[src/rtl/morra_match_driver_if.sv]
// Move command port between the move source and the Morra match driver.
// The source presents a (P1,P2) move pair with cmd_valid; the driver takes it when cmd_ready is high.
interface morra_match_driver_if;
  logic       cmd_valid;
  logic       cmd_ready;
  logic [1:0] cmd_p1;
  logic [1:0] cmd_p2;

  modport master (output cmd_valid, cmd_p1, cmd_p2, input cmd_ready);
  modport slave  (input cmd_valid, cmd_p1, cmd_p2, output cmd_ready);
endinterface

[src/rtl/morra_match_driver.sv]
// Queues moves, drives START/P1/P2 into the MorraCinese core and tallies a best-of-N match.
// A queued move is popped at the FETCH edge, and its result is counted 2 cycles later. cmd_ready = !fifo_full, and pushes are accepted in every state.
module morra_match_driver #(
  parameter int FIFO_DEPTH  = 4,
  parameter int MATCH_GAMES = 3,
  parameter int ROUND_LIMIT = 24
) (
  input  logic                 clk,
  input  logic                 rst_n,
  input  logic                 match_start,
  morra_match_driver_if.slave  cmd,
  output logic [1:0]           game_P1,
  output logic [1:0]           game_P2,
  output logic                 game_START,
  input  logic [1:0]           game_ROUND,
  input  logic [1:0]           game_GAME,
  output logic [3:0]           wins_p1,
  output logic [3:0]           wins_p2,
  output logic [3:0]           games_played,
  output logic                 busy,
  output logic                 match_done,
  output logic [1:0]           match_winner,
  output logic                 timeout_err
);

  localparam int              AW     = $clog2(FIFO_DEPTH);
  localparam int              RW     = $clog2(ROUND_LIMIT + 1);
  localparam logic [3:0]      TARGET = 4'(MATCH_GAMES / 2 + 1);
  localparam logic [3:0]      NGAMES = 4'(MATCH_GAMES);
  localparam logic [RW-1:0]   RLIMIT = RW'(ROUND_LIMIT);

  typedef enum logic [2:0] {
    S_IDLE, S_START, S_FETCH, S_DRIVE, S_CHECK, S_DONE
  } state_t;

  state_t        state, state_nxt;
  logic [3:0]    mem [FIFO_DEPTH];
  logic [AW:0]   wr_ptr, rd_ptr;
  logic          full, empty, push, pop;
  logic [3:0]    head;
  logic [RW-1:0] round_cnt, round_nxt;
  logic [3:0]    wins_p1_nxt, wins_p2_nxt, games_nxt;
  logic [1:0]    winner_nxt;
  logic          terr_nxt;

  // Extra pointer MSB distinguishes full from empty when the indices match.
  assign empty         = (wr_ptr == rd_ptr);
  assign full          = (wr_ptr[AW] != rd_ptr[AW]) && (wr_ptr[AW-1:0] == rd_ptr[AW-1:0]);
  assign cmd.cmd_ready = !full;
  assign push          = cmd.cmd_valid && !full;
  assign pop           = (state == S_FETCH) && !empty;
  assign head          = mem[rd_ptr[AW-1:0]];

  assign busy       = (state != S_IDLE) && (state != S_DONE);
  assign match_done = (state == S_DONE);

  always_ff @(posedge clk) begin
    if (push) mem[wr_ptr[AW-1:0]] <= {cmd.cmd_p1, cmd.cmd_p2};
  end

  always_comb begin
    state_nxt   = state;
    round_nxt   = round_cnt;
    wins_p1_nxt = wins_p1;
    wins_p2_nxt = wins_p2;
    games_nxt   = games_played;
    winner_nxt  = match_winner;
    terr_nxt    = timeout_err;
    case (state)
      S_IDLE, S_DONE: begin
        if (match_start) begin
          state_nxt   = S_START;
          wins_p1_nxt = '0;
          wins_p2_nxt = '0;
          games_nxt   = '0;
          winner_nxt  = 2'b00;
          terr_nxt    = 1'b0;
        end
      end
      S_START: begin
        state_nxt = S_FETCH;
        round_nxt = '0;
      end
      S_FETCH: if (!empty) state_nxt = S_DRIVE;
      S_DRIVE: state_nxt = S_CHECK;
      S_CHECK: begin
        if (game_GAME == 2'b00) begin
          round_nxt = round_cnt + 1'b1;
          if (round_nxt == RLIMIT) begin
            terr_nxt   = 1'b1;
            winner_nxt = 2'b00;
            state_nxt  = S_DONE;
          end else begin
            state_nxt = S_FETCH;
          end
        end else begin
          games_nxt = games_played + 1'b1;
          if (game_GAME == 2'b01) wins_p1_nxt = wins_p1 + 1'b1;
          if (game_GAME == 2'b10) wins_p2_nxt = wins_p2 + 1'b1;
          if (wins_p1_nxt == TARGET) begin
            winner_nxt = 2'b01;
            state_nxt  = S_DONE;
          end else if (wins_p2_nxt == TARGET) begin
            winner_nxt = 2'b10;
            state_nxt  = S_DONE;
          end else if (games_nxt == NGAMES) begin
            state_nxt = S_DONE;
            if (wins_p1_nxt > wins_p2_nxt)      winner_nxt = 2'b01;
            else if (wins_p2_nxt > wins_p1_nxt) winner_nxt = 2'b10;
            else                                winner_nxt = 2'b11;
          end else begin
            state_nxt = S_START;
          end
        end
      end
      default: state_nxt = S_IDLE;
    endcase
  end

  always_ff @(posedge clk or negedge rst_n) begin
    if (!rst_n) begin
      state        <= S_IDLE;
      wr_ptr       <= '0;
      rd_ptr       <= '0;
      round_cnt    <= '0;
      wins_p1      <= '0;
      wins_p2      <= '0;
      games_played <= '0;
      match_winner <= 2'b00;
      timeout_err  <= 1'b0;
      game_START   <= 1'b0;
      game_P1      <= 2'b00;
      game_P2      <= 2'b00;
    end else begin
      state        <= state_nxt;
      round_cnt    <= round_nxt;
      wins_p1      <= wins_p1_nxt;
      wins_p2      <= wins_p2_nxt;
      games_played <= games_nxt;
      match_winner <= winner_nxt;
      timeout_err  <= terr_nxt;
      if (push) wr_ptr <= wr_ptr + 1'b1;
      if (pop)  rd_ptr <= rd_ptr + 1'b1;
      // Core outputs follow the next state so they are valid for the whole state cycle.
      game_START   <= (state_nxt == S_START);
      game_P1      <= (state_nxt == S_DRIVE) ? head[3:2] : 2'b00;
      game_P2      <= (state_nxt == S_DRIVE) ? head[1:0] : 2'b00;
    end
  end

  // ROUND is observed for debug only; it must at least be driven when a result is sampled.
  assert property (@(posedge clk) disable iff (!rst_n)
                   (state == S_CHECK) |-> !$isunknown(game_ROUND));

endmodule

[src/flat_wrapper.sv]
// flat-port wrapper written by rule: the top's interface ports become plain ports
module morra_match_driver_flat 
#(
  parameter int FIFO_DEPTH  = 4,
  parameter int MATCH_GAMES = 3,
  parameter int ROUND_LIMIT = 24
)
  (clk, rst_n, match_start, game_P1, game_P2, game_START, game_ROUND, game_GAME, wins_p1, wins_p2, games_played, busy, match_done, match_winner, timeout_err, cmd_cmd_valid, cmd_cmd_p1, cmd_cmd_p2, cmd_cmd_ready);
  morra_match_driver_if cmd_i ();
  input  logic clk;
  input  logic rst_n;
  input  logic match_start;
  output logic [1:0] game_P1;
  output logic [1:0] game_P2;
  output logic game_START;
  input  logic [1:0] game_ROUND;
  input  logic [1:0] game_GAME;
  output logic [3:0] wins_p1;
  output logic [3:0] wins_p2;
  output logic [3:0] games_played;
  output logic busy;
  output logic match_done;
  output logic [1:0] match_winner;
  output logic timeout_err;
  input wire logic [$bits(cmd_i.cmd_valid)-1:0] cmd_cmd_valid;
  input wire logic [$bits(cmd_i.cmd_p1)-1:0] cmd_cmd_p1;
  input wire logic [$bits(cmd_i.cmd_p2)-1:0] cmd_cmd_p2;
  output wire logic [$bits(cmd_i.cmd_ready)-1:0] cmd_cmd_ready;
  assign cmd_i.cmd_valid = cmd_cmd_valid;
  assign cmd_i.cmd_p1 = cmd_cmd_p1;
  assign cmd_i.cmd_p2 = cmd_cmd_p2;
  assign cmd_cmd_ready = cmd_i.cmd_ready;
  morra_match_driver #(.FIFO_DEPTH(FIFO_DEPTH), .MATCH_GAMES(MATCH_GAMES), .ROUND_LIMIT(ROUND_LIMIT)) u_core (.clk(clk), .rst_n(rst_n), .match_start(match_start), .cmd(cmd_i), .game_P1(game_P1), .game_P2(game_P2), .game_START(game_START), .game_ROUND(game_ROUND), .game_GAME(game_GAME), .wins_p1(wins_p1), .wins_p2(wins_p2), .games_played(games_played), .busy(busy), .match_done(match_done), .match_winner(match_winner), .timeout_err(timeout_err));
endmodule
[config.mk]
export PLATFORM = sky130hd
export DESIGN_NAME = morra_match_driver_flat
export DESIGN_NICKNAME = d
export VERILOG_FILES = /design/src/rtl/morra_match_driver_if.sv /design/src/rtl/morra_match_driver.sv /design/src/flat_wrapper.sv
export SDC_FILE = /design/constraint.sdc
export NUM_CORES = 1
export LEC_CHECK = 0
export CAP_MARGIN = 5
export CORE_MARGIN = 8
export CORE_UTILIZATION = 45
export CTS_BUF_LIST = sky130_fd_sc_hd__clkbuf_16
export CTS_CLUSTER_DIAMETER = 200
export CTS_CLUSTER_SIZE = 8
export DETAILED_ROUTE_END_ITERATION = 7
export GPL_ROUTABILITY_DRIVEN = 0
export MAX_ROUTING_LAYER = met4
export PLACE_DENSITY_LB_ADDON = 0.08
export SYNTH_ARGS = -nofsm -noshare
export SYNTH_HDL_FRONTEND = slang
export SYNTH_SLANG_ARGS = --single-unit
export TNS_END_PERCENT = 1
[constraint.sdc]
create_clock -name clk -period 2.85 [get_ports clk]
set_input_delay 0.7125 -clock clk [delete_from_list [all_inputs] [get_ports clk]]
set_output_delay 0.7125 -clock clk [all_outputs]
set_load 0.1 [all_outputs]
==> impl_metrics.ini, run 1 <==
[yosys]
synth_top_cell_area_share = 0.305
synth_flop_cell = dfrtp_1
yosysSeqAreaShare = 0.477
syn_inst = 250
synth_nets = 276
synth_commonest_cells = dfrtp_1, nand2_1, edfxtp_1
synth-seq-cells = 50
ys_top_cells_by_area = dfrtp_1, edfxtp_1, ha_1, nand2_1, mux4_2
yosysUniqueCellTypes = 60
async_flop_share = 0.680
synth-warning-count = 0
syn_avg_cell_area_um2 = 11.2
netlist.top_cell.by_area = dfrtp_1
synth-edff-count = 16
netlist_area_um2 = 2790

[worst_setup_path]
cp.required_ns = 3.06
crit_chain = dlymetal6s2s_1, nand3b_4, or3_4, and2_2, ha_1, a21oi_1, o21ai_0, a31o_2, o211ai_1
crit_type = primary input to register
worstReg2RegStart = u_core.wins_p2[0]$_DFFE_PN0P_
endpoint_kind = register
cp-start-kind = primary input
cp_slowest_cell = or3_4
r2r_setup_slack_ns = 0.60
r2r_cells = 8
critical_path_buf_inv_count = 1
r2r_end = u_core.match_winner[1]$_DFFE_PN0P_
cpPeakStageDelay_ns = 0.34
cp_max_fo = 5
cp.arrival_ns = 2.61
cp_top_family = simple AND/OR/NAND/NOR gates

[finish]
multiInputGateArea_um2 = 1360
area_delta_synth_final_pct = 21.3
fillers = 536
regArea_um2 = 1330
fin_cells = 376
antenna_cells = 0
drive_gt1_frac = 0.266
layout.nets = 326

[placement]
dp_hpwl_um = 4470
dp_slack_ns = -0.235
io_buffer_count = 32
dp_cells = 368

[detailed_routing]
drcViolationCount = 0
totalWireLength_um = 6010
wire_per_inst_um = 16.0
drtIter0Drc = 100
drt-vias-per-instance = 5.25
via_count = 1974
drtPass1Iterations = 4
ant_nets = 0

[cts]
cts_buffers = 5
clk_pin_slew_ns = 0.07
cts_sinks = 50
clock_latency_ns = 0.29
htree_levels = 2
cts_tree = done
root_buffer = clkbuf_16
clock_path_buffers = 2

[timing]
tightestPinTransition_ns = 0.754
fin_crit_sh = 0.840
postLayoutSetupSlackWorst_ns = 0.456
timing_hold_violations_final = 0
finalMaxSlewViolations = 0
relSlewSlack = 0.497
setup_tns_ns = 0
setup_violations = 0
period_needed_ns = 2.39
max_freq_ghz = 0.418
grt_setup_unrepaired = no
skew_ns = 0.00636
holdWs_ns = 0.487

[status]
status = completed

[floorplan]
ios = 35
start_util = 0.469
die-area_um2 = 8980
die_h_um = 94.8
core_um2 = 5960
dieWidth_um = 94.8
rows = 28

[global_routing]
track_usage = 0.141
grt_first_pass_wirelength_um = 9720
grt_pass1_vias = 1925
overflow = 0
antenna_found_initial = 0
grt_max_degree = 35

[power]
power.density_nw_per_um2 = 1020
totalPowerFinal_uw = 3470
ir_worst_vdd_mv = 0.800
leakage_uw = 0.00152

[hold_path]
hp-class = primary input to asynchronous set/reset pin

[job]
maxCapViolCount = 0
[metal layers]
layer,up-vias,share of wire,GRT usage
met2,36,0.46,0.216
met1,938,0.49,0.190
met5,-,0,-
met3,4,0.039,0.0262
met4,0,0.0060,0.0312
li1,996,-,-
[layout by cell type (no fill, tap or decap), types with 6 or more instances in the layout]
cell / n
buf_4: 42
nand2_1: 34
dfrtp_1: 34
edfxtp_1: 16
o21ai_0: 14
ha_1: 14
inv_1: 11
nor2_1: 10
o22ai_1: 9
xnor2_1: 8
a21oi_1: 7
clkdlybuf4s50_1: 6
[stage by stage]
step | utilization | instance area, um2
finish | 0.569 | 3390
global route | 0.569 | 3390
CTS | 0.568 | 3380
detailed placement | 0.542 | 3230
global placement | 0.542 | 3230
floorplan | - | 2790
[logic make-up after synthesis]
kind of cell,share of synthesized area
xor gates and xnor gates,0.0493
muxes,0.0435
AOI/OAI and AO/OA,0.125
adders and majority gates,0.0627
DFF,0.477
and+or+nand+nor,0.207
buffers and inverters,0.0367
[flip-flops by register name, indices dropped and copies added (netlist names), 2 cells and up]
register / count
u_core.wins_p1: 4
u_core.mem: 16
u_core.game_P1: 2
u_core.wr_ptr: 3
u_core.game_P2: 2
u_core.wins_p2: 4
u_core.rd_ptr: 3
u_core.state: 3
u_core.games_played: 4
u_core.round_cnt: 5
u_core.match_winner: 2
[where the power goes]
part | switching [uW] | total, uW | internal [uW]
registers | 217 | 1160 | 941
clock network | 283 | 620 | 337
logic | 1160 | 1690 | 529
total | 1660 | 3470 | 1810
[how the worst max path moves through the flow]
stage	start	end	slack (ns)	cells after the start
global placement	game_GAME[0]	u_core.match_winner[1]$_DFFE_PN0P_	-0.18	9
floorplan	u_core.wins_p2[0]$_DFFE_PN0P_	u_core.match_winner[1]$_DFFE_PN0P_	0.12	8
CTS	game_GAME[0]	u_core.match_winner[1]$_DFFE_PN0P_	0.09	9
finish	game_GAME[0]	u_core.match_winner[1]$_DFFE_PN0P_	0.46	9
detailed placement	game_GAME[0]	u_core.match_winner[1]$_DFFE_PN0P_	-0.24	9
global route	game_GAME[0]	u_core.match_winner[1]$_DFFE_PN0P_	0.33	9
[final cells by class]
cell class,count,area share
multi-input cells,180,0.401
flip-flops and latches,50,0.393
repair buffers,51,0.120
clock buffers,5,0.0369
well taps,75,0.0277
inverters,12,0.0133
clock inverters,3,0.00849
[what timing repair did]
item,CTS,global route
setup buffers,0,0
resized for setup,0,2
hold buffers,0,0
setup endpoints to repair,0,2
(Power assumes the default switching activity.)
==> inputs of run 2 (changes only) <==
==> constraint.sdc (replaced) <==
create_clock -name clk -period 2.4 [get_ports clk]
set_input_delay 0.6 -clock clk [delete_from_list [all_inputs] [get_ports clk]]
set_output_delay 0.6 -clock clk [all_outputs]
set_load 0.1 [all_outputs]
==> run 2 against run 1 <==
Net effect:
- highest routed layer unchanged
- total power increased by 22%
- largest power group unchanged
- largest cell class unchanged
- first-iteration DRC count is 28% lower
- critical path depth grew 1
- die area unchanged
- register-to-register slack got worse by 0.36 ns
==> impl_metrics.ini, run 2 (synthesized netlist as in run 1, its figures left out) <==
[job]
maxCapViolCount = 0

[detailed_routing]
drtPass1Iterations = 4
totalWireLength_um = 5790
drtIter0Drc = 72
drcViolationCount = 0
drt-vias-per-instance = 5.23
via_count = 2035
ant_nets = 0
wire_per_inst_um = 14.9

[worst_setup_path]
cp_max_fo = 4
crit_type = primary input to register
r2r_setup_slack_ns = 0.24
worstReg2RegStart = u_core.wins_p2[0]$_DFFE_PN0P_
cp-start-kind = primary input
r2r_end = u_core.match_winner[1]$_DFFE_PN0P_
r2r_cells = 9
cp.arrival_ns = 2.49
cp.required_ns = 2.61
endpoint_kind = register
crit_start = game_GAME[0]
cp-endpoint = u_core.match_winner[1]$_DFFE_PN0P_

[finish]
largest_reg_flops = 16
drive_gt1_frac = 0.322
final_common_cell = buf_4
layout.nets = 339
design_area_um2 = 3540
fin_util = 0.594
final_cell_mix = buf_4, nand2_1, dfrtp_1, edfxtp_1
area_delta_synth_final_pct = 26.6
antenna_cells = 0

[timing]
setup_violations = 0
finalMaxSlewViolations = 0
relSlewSlack = 0.661
holdWs_ns = 0.496
period_needed_ns = 2.27
tightestPinTransition_ns = 0.505
grt_setup_unrepaired = no
max_freq_ghz = 0.440
skew_ns = 0.00514
timing_hold_violations_final = 0
fin_crit_sh = 0.947

[floorplan]
core_um2 = 5960
dieWidth_um = 94.8
start_util = 0.469
ios = 35
die_h_um = 94.8
rows = 28
die-area_um2 = 8980

[global_routing]
antenna_found_initial = 0
grt_max_degree = 35
grt_pass1_vias = 2124
track_usage = 0.148
overflow = 0
grt_first_pass_wirelength_um = 10200

[status]
status = completed

[placement]
dp_hpwl_um = 4500
io_buffer_count = 32
place_area_um2 = 3380

[cts]
cts_tree = done
cts_sinks = 50
clock_path_buffers = 2
clk_pin_slew_ns = 0.07
cts_buffers = 5
hold_buffers = 0
htree_levels = 2
clock_latency_ns = 0.29
root_buffer = clkbuf_16

[power]
leakage_uw = 0.00157
power.density_nw_per_um2 = 1200
ir_worst_vdd_mv = 1.03
totalPowerFinal_uw = 4240

[hold_path]
hp-class = register to register
run 2: changes by cell type in the layout (fill, tap and decap cells not counted), sizes merged:
cell,delta
dlymetal6s2s,-2
buf,+12
dlygate4sd2,+1
clkdlybuf4s50,+1
clkbuf,+1
run 2: how the worst min path moves through the flow:
stage | start | cells past startpoint | slack (ns) | to
2_1_floorplan | rst_n | 0 | 0.30 | u_core.game_P1[0]$_DFF_PN0_
3_3_place_gp | u_core.rd_ptr[2]$_DFFE_PN0P_ | 1 | 0.48 | u_core.rd_ptr[2]$_DFFE_PN0P_
3_5_place_dp | u_core.rd_ptr[2]$_DFFE_PN0P_ | 1 | 0.48 | u_core.rd_ptr[2]$_DFFE_PN0P_
4_1_cts | u_core.wr_ptr[2]$_DFFE_PN0P_ | 1 | 0.50 | u_core.wr_ptr[2]$_DFFE_PN0P_
5_1_grt | u_core.wr_ptr[2]$_DFFE_PN0P_ | 1 | 0.51 | u_core.wr_ptr[2]$_DFFE_PN0P_
6_report | u_core.wr_ptr[2]$_DFFE_PN0P_ | 1 | 0.50 | u_core.wr_ptr[2]$_DFFE_PN0P_
run 2: per-stage QoR:
stage	worst slack (ns)	setup TNS [ns]	cells
after floorplan	-0.0125	-0.0234	250
after global placement	-0.481	-1.56	381
after detailed placement	-0.528	-1.67	381
after CTS	0.0616	0	389
after global routing	0.0145	0	389
final	0.126	0	389
run 2: critical path, cell delays in order:
cell	delay, ns
dlygate4sd2_1	0.26
buf_4	0.15
buf_4	0.13
nand2b_4	0.14
a21oi_1	0.25
ha_1	0.30
a21oi_1	0.13
o21ai_1	0.10
a31o_2	0.25
o211ai_1	0.16
run 2: per-layer routing:
layer  wire length (um)  GRT usage  share of wire  vias up
li1                   -          -              -     1023
met1               2510      0.170           0.43      982
met2               3040      0.251           0.53       23
met3                170     0.0317          0.029        7
met4                 64     0.0455          0.011        0
met5                  0          -              0        -
run 2: layout make-up:
cell class                      count  area, um2
Clock buffer                        5        125
Clock inverter                      3       26.3
Fill cell                         542       2420
Inverter                           12       45.0
Multi-Input combinational cell    180       1370
Sequential cell                    50       1340
Tap cell                           75       93.8
Timing Repair Buffer               64        534
run 2: power breakdown:
group          internal [uW]  switching (uW)
logic                    751            1430
registers               1120             219
clock network            396             329
run 2: repair_timing:
| action | in CTS | in global routing |
|---|---|---|
| endpoints found under the setup margin | 3 | 2 |
| resized for setup | 2 | 3 |
| setup buffers | 0 | 0 |
==> inputs of run 3 (changes only) <==
--- a/config.mk
+++ b/config.mk
@@ -13,8 +13,10 @@
 export CTS_CLUSTER_SIZE = 8
 export DETAILED_ROUTE_END_ITERATION = 7
 export GPL_ROUTABILITY_DRIVEN = 0
+export GPL_TIMING_DRIVEN = 1
 export MAX_ROUTING_LAYER = met4
 export PLACE_DENSITY_LB_ADDON = 0.08
+export SETUP_SLACK_MARGIN = 0.4
 export SYNTH_ARGS = -nofsm -noshare
 export SYNTH_HDL_FRONTEND = slang
 export SYNTH_SLANG_ARGS = --single-unit
==> run 3 against run 2 <==
Net effect:
- clock power shrank 4.7%
- final area grew 6.3%
- critical path type is now register to output port
- sequential share of layout area shrank 2.0 points
- largest cell class unchanged
- highest routed layer unchanged
==> impl_metrics.ini, run 3 (synthesized netlist as in run 1, its figures left out) <==
[global_routing]
grtUsageMet1 = 0.189
overflow = 0
antenna_found_initial = 0
grt_first_pass_wirelength_um = 10300
track_usage = 0.151
grt_max_degree = 35
grt_most_used_layer = met2
grt_util_met3 = 0.0286
grt_pass1_vias = 2155
grt_util_met2 = 0.243

[detailed_routing]
drtIter0Drc = 110
drtPass1Iterations = 5
wire_per_inst_um = 15.7
drcViolationCount = 0
drt-vias-per-instance = 5.33
totalWireLength_um = 6300
via_count = 2138
ant_nets = 0

[timing]
relSlewSlack = 0.663
setup_tns_ns = 0
finalMaxSlewViolations = 0
grt_setup_unrepaired = yes
max_freq_ghz = 0.499
tightestPinTransition_ns = 0.502
holdWs_ns = 0.495
timing_hold_violations_final = 0
fin_crit_sh = 0.835
skew_ns = 0.00548
setup_violations = 0
period_needed_ns = 2.00

[power]
net-switching-power_uw = 2030
p_seq_frac = 0.300
clockPowerShare = 0.155
switching_share = 0.455
leakage_uw = 0.00164
power_frac_comb = 0.545
power.density_nw_per_um2 = 1190
p_int_uw = 2430
ir_worst_vdd_mv = 0.975

[worst_setup_path]
critical_path_buf_inv_count = 1
cp.required_ns = 1.80
cp.depth = 3
cpPeakStageDelay_ns = 0.42
cp_slowest_cell = dfrtp_2
cp_max_fo = 4
cp-start-kind = register
r2r_cells = 9
cp.arrival_ns = 1.40
crit_type = register to output port
cp_top_family = simple AND/OR/NAND/NOR gates
crit_chain = nor2b_4, or3_4, buf_12
endpoint_kind = output port

[placement]
dp_hpwl_um = 4550
io_buffer_count = 32

[cts]
cts_buffers = 5
root_buffer = clkbuf_16
cts_sinks = 50
clk_pin_slew_ns = 0.07
htree_levels = 2
cts_tree = done
clock_path_buffers = 2
hold_buffers = 0
clock_latency_ns = 0.29

[finish]
fin_util = 0.631
largest_reg_flops = 16
layout.nets = 351
area_delta_synth_final_pct = 34.6
antenna_cells = 0
drive_gt1_frac = 0.414
final_cell_mix = buf_4, nand2_1, dfrtp_1, edfxtp_1, o21ai_0
final_common_cell = buf_4

[floorplan]
die_h_um = 94.8
start_util = 0.469
core_um2 = 5960
dieWidth_um = 94.8
ios = 35
rows = 28
die-area_um2 = 8980

[hold_path]
hold_path_depth = 1
hp-class = register to register

[status]
status = completed

[job]
maxCapViolCount = 0
-- run 3: area by class of cell --
| type | instances | area [um2] |
|---|---|---|
| clock inverter | 3 | 17.5 |
| tap | 75 | 93.8 |
| clock buffer | 5 | 125 |
| timing repair buffer | 76 | 629 |
| sequential | 50 | 1350 |
| fill | 515 | 2200 |
| multi-input combinational | 180 | 1500 |
| inverter | 12 | 45.0 |
-- run 3: layer usage --
layer	up-vias	routed length [um]
met3	5	286
met4	0	76
met1	1045	2900
met5	-	0
li1	1047	-
met2	41	3040
-- run 3: power groups by stage --
stage	clock (uW)	sequential [uW]	combinational [uW]
final	691	1340	2430
after detailed placement	0	1380	2220
after global placement	0	1370	2190
after floorplan	0	1870	1140
after global routing	728	1370	2600
after CTS	706	1340	2380
-- run 3: metrics by stage --
step,total power [uW],instances,setup slack (ns),instance area [um2]
global route,4700,401,0.343,3760
global placement,3560,379,-0.396,3410
finish,4460,401,0.397,3760
CTS,4420,394,0.370,3660
detailed placement,3600,379,-0.442,3410
floorplan,3010,250,0.104,2860
-- run 3: repair_timing --
action / 4_1_cts / 5_1_grt
setup endpoints to repair: 18 / 5
setup buffers: 7 / 7
pin swaps: 4 / 9
gates resized for setup: 22 / 8
-- run 3: path summary, 6_finish.rpt --
check                                         startpoint                                  to  slack [ns]
min reg2reg                 u_core.rd_ptr[2]$_DFFE_PN0P_        u_core.rd_ptr[2]$_DFFE_PN0P_        0.49
min in group asynchronous                          rst_n         u_core.game_P1[0]$_DFF_PN0_        0.73
max in group asynchronous                          rst_n       u_core.wins_p1[0]$_DFFE_PN0P_        1.31
max                            u_core.state[0]$_DFF_PN0_                                busy        0.40
min                         u_core.rd_ptr[2]$_DFFE_PN0P_        u_core.rd_ptr[2]$_DFFE_PN0P_        0.49
max reg2reg                u_core.wins_p1[0]$_DFFE_PN0P_  u_core.match_winner[1]$_DFFE_PN0P_        0.43
